File: config.mk
export PLATFORM = sky130hd
export DESIGN_NAME = mac_array_ctrl
export DESIGN_NICKNAME = d
export VERILOG_FILES = /design/src/rtl/mac_pkg.sv /design/src/rtl/mac_ctrl_perf_cnt.sv /design/src/rtl/mac_array_ctrl.sv
export SDC_FILE = /design/constraint.sdc
export NUM_CORES = 1
export LEC_CHECK = 0
export ABC_AREA = 1
export CAP_MARGIN = 20
export CORE_MARGIN = 10
export CORE_UTILIZATION = 35
export CTS_BUF_LIST = sky130_fd_sc_hd__clkbuf_16
export DETAILED_ROUTE_END_ITERATION = 16
export PLACE_DENSITY = 0.67
export SETUP_SLACK_MARGIN = 0.3
export SKIP_LAST_GASP = 1
export SYNTH_ARGS = -nofsm -noshare
export SYNTH_HDL_FRONTEND = slang
export SYNTH_SLANG_ARGS = --single-unit
export TNS_END_PERCENT = 30
File: constraint.sdc
create_clock -name clk -period 3.5 [get_ports clk]
set_clock_uncertainty 0.1 [all_clocks]
set_input_delay 0.7 -clock clk [delete_from_list [all_inputs] [get_ports clk]]
set_output_delay 0.7 -clock clk [all_outputs]
set_load 0.05 [all_outputs]
File: src/rtl/mac_pkg.sv
// Shared FSM state encoding and MAC array instruction encodings for the
// column-array sequencer.
package mac_pkg;

  typedef enum logic [2:0] {
    IDLE  = 3'd0,
    CLR   = 3'd1,
    LOAD  = 3'd2,
    EXEC  = 3'd3,
    DRAIN = 3'd4,
    DONE  = 3'd5
  } state_e;

  localparam logic [1:0] INST_NOP  = 2'b00;
  localparam logic [1:0] INST_LOAD = 2'b01;
  localparam logic [1:0] INST_EXEC = 2'b10;

endpackage

File: src/rtl/mac_ctrl_perf_cnt.sv
// Saturating 16-bit busy-cycle counter; clear has priority over increment.
// Exists only when MAC_ARRAY_CTRL_PERF_EN is defined, so default builds carry no counter.
`ifdef MAC_ARRAY_CTRL_PERF_EN
module mac_ctrl_perf_cnt (
  input  logic        clk,
  input  logic        reset,
  input  logic        clr_i,
  input  logic        inc_i,
  output logic [15:0] cnt_o
);

  logic [15:0] cnt_q;
  logic [15:0] cnt_d;

  always_comb begin
    cnt_d = cnt_q;
    if (clr_i) begin
      cnt_d = 16'h0000;
    end else if (inc_i && (cnt_q != 16'hFFFF)) begin
      cnt_d = cnt_q + 16'h0001;
    end
  end

  always_ff @(posedge clk or negedge reset) begin
    if (!reset) begin
      cnt_q <= 16'h0000;
    end else begin
      cnt_q <= cnt_d;
    end
  end

  assign cnt_o = cnt_q;

endmodule
`endif

File: src/rtl/mac_array_ctrl.sv
// Sequencer for the MAC column array: clear, key load, query execute, drain, done.
// Optional run-length counter under MAC_ARRAY_CTRL_PERF_EN; every output is a flop.
module mac_array_ctrl
  import mac_pkg::*;
#(
  parameter int col   = 8,
  parameter int k_aw  = 3,
  parameter int q_aw  = 4,
  parameter int drain = col + 7
) (
  input  logic            clk,
  input  logic            reset,
  input  logic            start,
  input  logic [q_aw:0]   num_q,
  input  logic            ofifo_afull,
  output logic            kmem_rd,
  output logic [k_aw-1:0] kmem_addr,
  output logic            qmem_rd,
  output logic [q_aw-1:0] qmem_addr,
  output logic            arr_rst,
  output logic [1:0]      inst,
  output logic            busy,
  output logic            done,
  output logic [15:0]     perf_cycles
);

  localparam int DW = (drain < 1) ? 1 : $clog2(drain + 1);
  localparam logic [k_aw-1:0] K_LAST = k_aw'(col - 1);
  localparam logic [DW-1:0]   D_LAST = DW'(drain);

  state_e          state_q, state_d;
  logic [q_aw:0]   num_q_q, num_q_d;
  logic            krd_q, krd_d;
  logic [k_aw-1:0] kaddr_q, kaddr_d;
  logic            qrd_q, qrd_d;
  logic [q_aw-1:0] qaddr_q, qaddr_d;
  logic            arst_q, arst_d;
  logic [1:0]      inst_q, inst_d;
  logic            busy_q, busy_d;
  logic            done_q, done_d;
  logic [DW-1:0]   dcnt_q, dcnt_d;
  logic [q_aw:0]   q_end;
  logic            q_last;

  // Exit compare is one bit wider than the address so num_q = 2^q_aw works.
  assign q_end  = num_q_q - {{q_aw{1'b0}}, 1'b1};
  assign q_last = ({1'b0, qaddr_q} == q_end);

  always_comb begin
    state_d = state_q;
    num_q_d = num_q_q;
    krd_d   = 1'b0;
    kaddr_d = '0;
    qrd_d   = 1'b0;
    qaddr_d = '0;
    dcnt_d  = '0;
    unique case (state_q)
      IDLE: begin
        if (start) begin
          state_d = CLR;
          num_q_d = num_q;
        end
      end
      CLR: begin
        state_d = LOAD;
        krd_d   = 1'b1;
      end
      LOAD: begin
        if (kaddr_q == K_LAST) begin
          if (num_q_q == '0) begin
            state_d = DRAIN;
          end else begin
            state_d = EXEC;
            qrd_d   = 1'b1;
          end
        end else begin
          krd_d   = 1'b1;
          kaddr_d = kaddr_q + k_aw'(1);
        end
      end
      EXEC: begin
        if (qrd_q && q_last) begin
          state_d = DRAIN;
        end else begin
          // A stalled slot keeps the address of the query still owed.
          qrd_d   = !ofifo_afull;
          qaddr_d = qrd_q ? (qaddr_q + q_aw'(1)) : qaddr_q;
        end
      end
      DRAIN: begin
        if (dcnt_q == D_LAST) begin
          state_d = DONE;
        end else begin
          dcnt_d = dcnt_q + DW'(1);
        end
      end
      DONE: begin
        state_d = IDLE;
      end
      default: begin
        state_d = IDLE;
      end
    endcase

    arst_d = (state_d == CLR);
    busy_d = (state_d == CLR) || (state_d == LOAD) || (state_d == EXEC) || (state_d == DRAIN);
    done_d = (state_d == DONE);
    inst_d = krd_q ? INST_LOAD : (qrd_q ? INST_EXEC : INST_NOP);
  end

  always_ff @(posedge clk or negedge reset) begin
    if (!reset) begin
      state_q <= IDLE;
      num_q_q <= '0;
      krd_q   <= 1'b0;
      kaddr_q <= '0;
      qrd_q   <= 1'b0;
      qaddr_q <= '0;
      arst_q  <= 1'b0;
      inst_q  <= INST_NOP;
      busy_q  <= 1'b0;
      done_q  <= 1'b0;
      dcnt_q  <= '0;
    end else begin
      state_q <= state_d;
      num_q_q <= num_q_d;
      krd_q   <= krd_d;
      kaddr_q <= kaddr_d;
      qrd_q   <= qrd_d;
      qaddr_q <= qaddr_d;
      arst_q  <= arst_d;
      inst_q  <= inst_d;
      busy_q  <= busy_d;
      done_q  <= done_d;
      dcnt_q  <= dcnt_d;
    end
  end

  assign kmem_rd   = krd_q;
  assign kmem_addr = kaddr_q;
  assign qmem_rd   = qrd_q;
  assign qmem_addr = qaddr_q;
  assign arr_rst   = arst_q;
  assign inst      = inst_q;
  assign busy      = busy_q;
  assign done      = done_q;

`ifdef MAC_ARRAY_CTRL_PERF_EN
  mac_ctrl_perf_cnt u_perf (
    .clk   (clk),
    .reset (reset),
    .clr_i (arst_q),
    .inc_i (busy_q),
    .cnt_o (perf_cycles)
  );
`else
  assign perf_cycles = 16'h0000;
`endif

endmodule

After elaboration in Yosys (flattened, before gate mapping) --
Index checks and enable logic that the tools add are counted.
Storage, ports and cells: bits in registers 26, output and inout bits 30, bits in read-only memories 0, latch bits 0, memories 0, memory bits (writable) 0
Cells by class: multiply operators 0, $add $sub $neg 4, divide/modulo/power cells 0, eq/ne operators 13, multiplexer cells 21, bitwise operators 0, shift operators 0, reduce and logical (&&, ||, !) cells 8, order comparisons 0
Operators by type and width (number):
- $mux 3 | 7
- $mux 4 | 5
- $pmux 3 s5 | 1
- $eq 3x2->1 const B | 4
- $eq 3x3->1 const B | 4
- $add 4x1->4 const B | 2
- $eq 3x1->1 const B | 2
- $eq 4x5->1 | 1
- $logic_not 5->1 | 1
- $sub 5x1->5 const B | 1
- $eq 4x4->1 const B | 1
- $mux 1 | 4
- $mux 2 | 2
- $pmux 1 s2 | 2
- $add 3x1->3 const B | 1
- $logic_not 3->1 | 1
- $logic_or 1x1->1 | 3
- $ne 3x3->1 const B | 1
- $reduce_and 2->1 | 1
- $logic_and 1x1->1 | 1
- $logic_not 1->1 | 1

Depth between registers and ports, before layout --
Gate-level depths: netlist of run 1.
depth in word-level cells 9, gate-level depth with buffers 13, depth with buffers taken out 13

Worst setup path before layout of run 1 --
No wires, ideal clock.
path kind register to register, start point reg kaddr_q[0], in the netlist kmem_addr[0], end point reg busy_q, in the netlist busy, period minus slack after synthesis 1.735 ns, required time 3.278 ns, library setup time 0.122 ns, path buffers 0, slack 1.765 ns, stages on the path, launching flop included 8, arrival 1.513 ns, cells stage by stage dfrtp_1 > ha_1 > ha_1 > nand2_1 > a21oi_2 > nand2_2 > nor2_1 > o21ai_1
On the way: word-level cells in the longest chain between the ends 7
RTL lines:
- from (decl) | RTL line mac_array_ctrl.sv:34 | logic [k_aw-1:0] kaddr_q, kaddr_d;
- from (signal assigned) | RTL line mac_array_ctrl.sv:128 | kaddr_q <= kaddr_d;
- $eq 3x3->1 * | RTL line mac_array_ctrl.sv:69 | if (kaddr_q == K_LAST) begin
- $mux 3 * | RTL line mac_array_ctrl.sv:69
- $pmux 3 s5 * | RTL line mac_array_ctrl.sv:57 | unique case (state_q)
- net state_d[1] | RTL line mac_array_ctrl.sv:31 | state_e state_q, state_d;
- $eq 3x1->1 or $eq 3x2->1 (tied branches) | RTL line mac_array_ctrl.sv:106 | busy_d = (state_d == CLR) || (state_d == LOAD) || (state_d == EXEC) || (state_d == DRAIN);
- $logic_or 1x1->1 (2 in a row) | RTL line mac_array_ctrl.sv:106
- $logic_or 1x1->1 * | RTL line mac_array_ctrl.sv:106
- net busy_d | RTL line mac_array_ctrl.sv:39 | logic busy_q, busy_d;
- to (signal assigned) | RTL line mac_array_ctrl.sv:133 | busy_q <= busy_d;
- to (decl) | RTL line mac_array_ctrl.sv:39
The timed path passes the listed nets; every way through them passes the cells marked *. A chain may end at the register's enable or synchronous reset.

Worst setup path after layout of run 1 --
start point reg qaddr_q[3], in the netlist qmem_addr[3], end point out qmem_addr[3]
RTL lines:
- from (decl) | RTL line mac_array_ctrl.sv:36 | logic [q_aw-1:0] qaddr_q, qaddr_d;
- from (signal assigned) | RTL line mac_array_ctrl.sv:130 | qaddr_q <= qaddr_d;
- to (decl) | RTL line mac_array_ctrl.sv:19 | output logic [q_aw-1:0] qmem_addr,
No word-level cell between the ends.

==> impl_summary.md, run 1 <==
Clock network
The number of clock buffers inserted by TritonCTS is 3. The CTS tree is done. The post-cts gate resize count is 0. The CTS H-tree depth is 1. Buffers inserted to repair hold after CTS numbered 0.

The later pin in the worst-skew pair is clocked with a latency of approximately 260 ps. The TritonCTS sink count is 26. No sink is reached through more buffers than the 2 on the longest clock path. After clock tree synthesis, the clock-pin slew on the worst setup and hold paths is approximately 60 ps.

Buffers added to address setup during post-CTS repair amount to 0. The root cell of the clock tree is sky130_fd_sc_hd__clkbuf_16.

Min path
Counting instances, the worst hold path has a depth of 0. The path with the worst hold slack has its endpoint at inst[0]$_DFF_PN0_. The class of the tightest hold or removal check is flip-flop to flip-flop. The launch instance of the worst min-delay path is kmem_rd$_DFF_PN0_.

Logic synthesis
Synthesis handed over a netlist of 164 instances. The count of cell types in the netlist is 25. By instance count, the leading cell after synthesis is sky130_fd_sc_hd__nand2_1. The per-instance average area after synthesis is 8.568 um2. The share of Yosys cell area claimed by the top area cell type is 46.30%. The commonest cells after synthesis are sky130_fd_sc_hd__nand2_1, sky130_fd_sc_hd__dfrtp_1, sky130_fd_sc_hd__inv_1, sky130_fd_sc_hd__nor2_1, sky130_fd_sc_hd__buf_4. The synthesized design contains 26 register bits. Ranked by total cell area, the synthesized netlist is headed by sky130_fd_sc_hd__dfrtp_1, sky130_fd_sc_hd__nand2_1, sky130_fd_sc_hd__buf_4. In the synthesized netlist the async set-or-reset flop fraction comes to 100.0%. The largest area contributor in the synthesized netlist is sky130_fd_sc_hd__dfrtp_1. The number of warnings printed during yosys synthesis is 0. The share of the Yosys chip area taken by registers is 46.30%.

Summing every instance area after synthesis gives roughly 1400 um2. In the synthesized netlist the dominant register cell turns out to be sky130_fd_sc_hd__dfrtp_1. Yosys mapped a number of flops with a built-in enable equal to 0.

GRT
Global routing used 8.205% of the available tracks. The via count of the first global-routing pass was 1,084. The overflow left after global routing is 0.

The met2 global-route usage is 13.83%. Entering global routing, the biggest net connects 27 pins. The global-route met3 utilization is 2.832%.

The number of antenna violations at the first check in global routing is 0. The wire length of the first global-routing pass is 4781 um. Global routing used a little under a tenth of the available met1 tracks. The layer flagged by global routing as most heavily used is met2.

Critical path
The critical path goes through clkdlybuf4s50_1. STA puts the critical path data required time at 2700 ps. The register-to-register path setup slack is 1620 ps. On the critical path, the stage with the largest delay is an instance of sky130_fd_sc_hd__clkdlybuf4s50_1.

The worst setup path is launched from a flip-flop. Along the worst path, the maximum fanout reaches 5. The type of element capturing the critical path is an output port. The critical path class is flip-flop to output port.

For the worst flop-to-flop path, the logic depth is 12. The endpoint identified for the worst register-to-register timing path is busy$_DFF_PN0_. The startpoint of the worst register-to-register path is num_q_q[0]$_DFFE_PN0P_. In this design, the largest share of critical-path delay is due to buffers and inverters. In this design, the stage delay of the slowest critical-path cell is 850 ps.

The total buffers and inverters traversed by the critical path is 1. At the worst endpoint, the arrival time is 1540 ps.

Timing
Setup repair after global routing left no endpoint under its margin. The worst slack on hold paths is 298.1 ps. After layout, the worst path uses 66.93% of the clock period.

The final hold violation count is 0. The slew of the pin with the lowest slew margin is 730.5 ps. The max-slew violation total from the final report was 0.

Setup violations remaining at the end of the flow were counted as 0. Measured against its own limit, the worst slew margin works out to 51.12%. The smallest clock period supported by the final layout is computed as between 2000 and 2500 ps. Based on the critical path, the design can be clocked at up to roughly 0.43 GHz.

The setup TNS is 0 ps.

Final layout
The share of the core filled with cells is ~46%. After routing the design area is about 1700 um2. The final net count is 204. The antenna cell count is 0. The relative area change from synthesis to final layout is 23.06%. Cells with a size suffix above 1 make up 10.58% of the layout.

Fill cells in the final layout number 379.

Power and ir drop
The worst-case vdd ir drop is 0.2932 mV. The post-route total power is 933.3 uW. In this run the static leakage power is 0.0008437 uW. In this run the power density over the cells is about 540 nW/um2.

Place
The count of port buffers added during placement is 22. In this run the cell area measured after placement is 1624 um2. The weighted congestion reported at the end of routability-driven placement is about 0.76.

The HPWL after detailed placement is 2226 um.

Route
The detail route stage leaves a number of antenna-violating nets equal to 0. The total wirelength of the detailed-routed design is roughly 2800 um. The number of design-rule violations left by the first detailed-router iteration is 60.

The iteration count of the initial detailed-routing pass is 3. In the final routed layout, each cell accounts on average for between 10 and 15 um. The number of vias after detailed routing is 1,009. For this run, design rule violations remaining after detail routing come to 0. The number of vias per cell after detailed routing is 4.257.

Run
Across the run, the number of max-cap violations was 0.

Floorplan
The count of standard-cell rows is 22. The y dimension of the die is approximately 83 um. The core outline area is 3771 um2. For this configuration, the core starts out at a cell density of 37.26%. The number of placed I/O pins is 39.

The floorplan step defined a die boundary enclosing roughly 6900 um2. The die width is between 80 and 90 um.

Run status
The run finished with clean final reports.
report_power, final:
group | switching (uW) | internal (uW)
logic | 175 | 76.3
registers | 29.8 | 320
clock network | 104 | 228
total | 309 | 624
registers in the layout (all words and copies together) (netlist names):
register / flops
state_q: 3
arr_rst: 1
kmem_rd: 1
done: 1
dcnt_q: 4
kmem_addr: 3
qmem_rd: 1
inst: 2
qmem_addr: 4
num_q_q: 5
busy: 1
stage by stage:
stage	setup WS [ps]	instances
final	1157	237
after global routing	1072	237
after floorplan	1765	179
after detailed placement	1166	233
after CTS	1136	237
after global placement	1221	233
layer usage:
layer | vias up | wire, um | part of all wire, %
li1 | 530 | - | -
met5 | - | 0 | 0
met1 | 453 | 1205 | 43
met4 | 0 | 43 | 1.5
met3 | 4 | 150 | 5.4
met2 | 22 | 1397 | 50
how the worst max path moves through the flow:
stage / start / cells after the start / endpoint / slack [ps]
2_1_floorplan: kmem_addr[0]$_DFF_PN0_ / 7 / busy$_DFF_PN0_ / 1770
6_report: qmem_addr[3]$_DFFE_PN0P_ / 1 / qmem_addr[3] / 1160
5_1_grt: qmem_addr[3]$_DFFE_PN0P_ / 1 / qmem_addr[3] / 1070
4_1_cts: qmem_addr[0]$_DFFE_PN0P_ / 1 / qmem_addr[0] / 1140
3_3_place_gp: start / 6 / busy$_DFF_PN0_ / 1220
3_5_place_dp: start / 6 / busy$_DFF_PN0_ / 1170
cells in the final DEF, fill, tap and decap left out, types with 2 or more instances in the layout:
| cell | synthesis | routed |
|---|---|---|
| sky130_fd_sc_hd__xnor2_1 | 2 | 2 |
| sky130_fd_sc_hd__inv_2 | 2 | 2 |
| sky130_fd_sc_hd__nor3_1 | 3 | 3 |
| sky130_fd_sc_hd__nor2_1 | 18 | 18 |
| sky130_fd_sc_hd__conb_1 | 1 | 16 |
| sky130_fd_sc_hd__clkbuf_16 | 0 | 3 |
| sky130_fd_sc_hd__a21oi_2 | 2 | 2 |
| sky130_fd_sc_hd__ha_1 | 5 | 5 |
| sky130_fd_sc_hd__nand2_2 | 3 | 3 |
| sky130_fd_sc_hd__inv_1 | 19 | 19 |
| sky130_fd_sc_hd__xor2_1 | 3 | 3 |
| sky130_fd_sc_hd__nand4_1 | 2 | 2 |
| sky130_fd_sc_hd__dfrtp_1 | 26 | 26 |
| sky130_fd_sc_hd__clkdlybuf4s50_1 | 0 | 22 |
| sky130_fd_sc_hd__nor2_2 | 2 | 2 |
| sky130_fd_sc_hd__nor2_4 | 2 | 2 |
| sky130_fd_sc_hd__o21ai_0 | 8 | 8 |
| sky130_fd_sc_hd__nand2_1 | 35 | 35 |
| sky130_fd_sc_hd__nand3_1 | 8 | 8 |
cell type report:
class	instances	area (um2)	area share, %
Inverter	21	78.83	4.559
Sequential cell	26	650.6	37.63
Tap cell	48	60.06	3.473
Clock buffer	3	75.07	4.342
Timing Repair Buffer	23	227.7	13.17
Clock inverter	1	30.03	1.737
Multi-Input combinational cell	115	606.8	35.09
logic make-up (layout without fill, tap and decap cells):
family | Yosys count | after routing | synth area share, %
DFF | 26 | 26 | 46.30
adders and majority gates | 5 | 5 | 4.452
AOI/OAI and AO/OA | 12 | 12 | 4.898
other | 1 | 16 | 0.2669
xor gates and xnor gates | 5 | 5 | 3.117
and+or+nand+nor | 77 | 77 | 26.45
buffers and inverters | 38 | 48 | 14.52
No activity file was read; power rests on OpenSTA's default activity.
==> run 2: changes to the inputs <==
==> constraint.sdc (replaced) <==
create_clock -name clk -period 2.44 [get_ports clk]
set_clock_uncertainty 0.1 [all_clocks]
set_input_delay 0.488 -clock clk [delete_from_list [all_inputs] [get_ports clk]]
set_output_delay 0.488 -clock clk [all_outputs]
set_load 0.05 [all_outputs]
==> impl_summary.md, run 2 (synthesis results as in run 1) <==
Power and ir drop
The worst-case vdd ir drop is 0.3449 mV (+18%). The switching component of the power is 449.1 uW (+45%). The switching part of the total is 36.50% (+3.3 points). The power share of the combinational group is 29.1% (+2.1 points). The static leakage power was 0.0008493 uW (+0.67%). The internal power component is 781.3 uW (+25%). The part of the power in registers is 40.9% (+3.4 points). The clock power share is 30.0% (-5.5 points). The power density of the placed cells is 718.9 nW/um2 (+33%).

Place
The count of port buffers added during placement is 22 (unchanged). The post-place instance area is 1632 um2 (+0.46%). The detailed placement HPWL is 2173 um (-2.4%). The weighted congestion reported at the end of routability-driven placement is 0.7876 (+4.1%). The pre-CTS worst setup slack is 579.1 ps (-587.2 ps).

Min path
The launch instance of the worst min-delay path is kmem_rd$_DFF_PN0_. The hold path depth is 0 (unchanged). The worst min-delay path endpoint is inst[0]$_DFF_PN0_. The class of the tightest hold or removal check is flip-flop to flip-flop.

Critical path
The library cell contributing the largest single delay on the critical path is sky130_fd_sc_hd__clkdlybuf4s50_1. The critical path startpoint category is a flip-flop. The cell count of the worst reg-to-reg path came to 12 (unchanged).

The setup path with the least slack is of type flip-flop to output port. The endpoint of the lowest-slack register-to-register path is busy$_DFF_PN0_. The cell family contributing the most delay on the critical path is buffers and inverters.

The startpoint of the worst register-to-register path is num_q_q[0]$_DFFE_PN0P_. The peak fanout along the critical path is 6 (+1). The total buffers and inverters traversed by the critical path is 1 (unchanged).

The type of element capturing the critical path is an output port. The biggest cell delay along the critical path is 850 ps (about the same). Walking the worst path, the cells encountered are clkdlybuf4s50_1. The required time at the worst-slack endpoint is 1850 ps (-850 ps). The register-to-register path setup slack is 600 ps (-1020 ps).

The critical path arrival came to 1550 ps (about the same).

Floorplan
The die width was 83.36 um (unchanged). The y dimension of the die is 83.36 um (unchanged). The number of placed I/O pins is 39 (unchanged).

The count of standard-cell rows is 22 (unchanged). The effective utilization at floorplan is 37.26% (unchanged). The core outline area is 3771 um2 (unchanged). The die area is 6949 um2 (unchanged).

Clock network
The TritonCTS sink count is 26 (unchanged). The register clock-pin slew on the reported worst setup and hold paths came to 60 ps (about the same). The number of clock buffers inserted by TritonCTS is 3 (unchanged).

TritonCTS built the clock tree. The insertion delay to the later sink of the worst-skew pair came to 260 ps (about the same). The CTS H-tree depth came to 1 (unchanged).

The post-CTS setup buffer count is 0 (unchanged). CTS placed an instance of sky130_fd_sc_hd__clkbuf_16 at the clock tree root. The maximum root-to-sink buffer count is 2 (unchanged).

Final layout
The fraction of layout instances using a drive strength above 1 was 10.53% (-0.056 points). The relative area change from synthesis to final layout is 21.82%. Leaving out fill and tap cells, the most frequent cell in the layout is sky130_fd_sc_hd__nand2_1. The share of the core filled with cells is 45.39% (-0.46 points).

The antenna cell count is 0 (unchanged). The final net count is 205 (+0.49%). In the layout the commonest cells are sky130_fd_sc_hd__nand2_1, sky130_fd_sc_hd__dfrtp_1, sky130_fd_sc_hd__clkdlybuf4s50_1. The register ranked first by flip-flop count is num_q_q.

The post-route standard cell area excluding fillers is 1712 um2 (-1.0%). The number of flip-flops in the largest register is 5 (unchanged).

GRT
The busiest layer in global routing is met2. The via count of the first global-routing pass came to 1,037 (-4.3%). The routing usage on met1 is 9.364% (+0.16 points). The met2 global-route usage is 12.78% (-1.0 points).

The global-route met3 utilization came to 2.734% (-0.098 points). The global-route usage over all layers is 8.120% (-0.085 points). The overflow left after global routing was 0 (unchanged).

The wire length of the first global-routing pass is 4719 um (-1.3%). The number of antenna violations at the first check in global routing came to 0 (unchanged). The maximum number of pins on one net before global-route repair is 27 (unchanged).

Route
The number of DRC violations after detailed routing is 0 (unchanged). The wire length per cell after detailed routing is 11.75 um (-0.46%). The number of design-rule violations left by the first detailed-router iteration was 38 (-37%). The iteration count of the initial detailed-routing pass is 4 (+1). The total wirelength of the detailed-routed design came to 2796 um (about the same).

The number of vias per cell after detailed routing came to 4.391 (+3.1%). The post-route antenna net violation count is 0 (unchanged). The number of vias after detailed routing is 1,045 (+3.6%).

Timing
The slew of the pin with the lowest slew margin is 517.3 ps (-213.2 ps). The worst path setup slack after routing is 301.4 ps (-856.0 ps). The worst relative slew slack is 65.46% (+14 points). The clock period minus worst slack is ~2100 ps. The worst slack on hold paths came to 307.2 ps (+9.042 ps). Static timing analysis puts the maximum clock frequency at 0.4676 GHz.

The total of endpoints with negative setup slack in the final report is 0 (unchanged). The max-slew violation total from the final report is 0 (unchanged). The setup TNS was 0 ps (unchanged).

Setup repair after global routing could not meet its margin everywhere. The final critical path takes up 87.65% of the cycle. The final hold violation count is 0 (unchanged).

Run status
The run finished with clean final reports.

Run
The reported max-cap violation count is 0 (unchanged).
-- run 2: stage by stage --
stage	power, uW	cells
2_1_floorplan	784.9	179
3_3_place_gp	877.8	234
3_5_place_dp	874.1	234
4_1_cts	1242	238
5_1_grt	1290	238
6_report	1230	238
-- run 2: timing repair --
| action | 4_1_cts | 5_1_grt |
|---|---|---|
| endpoints found under the setup margin | 3 | 4 |
| pin swaps | 0 | 0 |
| gates resized for setup | 1 | 1 |
| hold buffers | 0 | 0 |
-- run 2: final cells by class --
| cell class | count | area, um2 |
|---|---|---|
| clock buffers | 3 | 75.07 |
| clock inverters | 1 | 3.754 |
| fillers | 377 | 2059 |
| inverters | 21 | 78.83 |
| multi-input cells | 115 | 606.8 |
| flip-flops and latches | 26 | 650.6 |
| well taps | 48 | 60.06 |
| repair buffers | 24 | 236.5 |
-- run 2: worst max path at each step --
stage,from,end,slack [ps],cells after the start
3_5_place_dp,qmem_addr[2]$_DFFE_PN0P_,qmem_addr[2],580,1
3_3_place_gp,qmem_addr[2]$_DFFE_PN0P_,qmem_addr[2],570,1
6_report,qmem_addr[0]$_DFFE_PN0P_,qmem_addr[0],300,1
2_1_floorplan,kmem_addr[0]$_DFF_PN0_,busy$_DFF_PN0_,710,7
5_1_grt,qmem_addr[3]$_DFFE_PN0P_,qmem_addr[3],260,1
4_1_cts,qmem_addr[0]$_DFFE_PN0P_,qmem_addr[0],300,1
-- run 2: metal layers --
| layer | wire length [um] | vias to the layer above |
|---|---|---|
| met2 | 1296 | 23 |
| met1 | 1279 | 486 |
| met4 | 65 | 0 |
| met5 | 0 | - |
| met3 | 155 | 5 |
| li1 | - | 531 |
-- run 2: worst reg2reg max path, delay by kind of cell (launching register included) --
| kind | cells | cell delay (ps) |
|---|---|---|
| AND/OR/NAND/NOR | 8 | 720 |
| adder cells (fa/ha/maj) | 1 | 320 |
| flip-flops | 1 | 390 |
| AO/OA/AOI/OAI | 1 | 70 |
| buffers and inverters | 2 | 130 |
-- run 2: power groups by stage --
stage / clock [uW] / combinational, uW / sequential [uW]
after floorplan: 0 / 183 / 601
after global placement: 0 / 366 / 512
after detailed placement: 0 / 362 / 512
after CTS: 377 / 360 / 504
after global routing: 394 / 386 / 510
final: 369 / 358 / 503
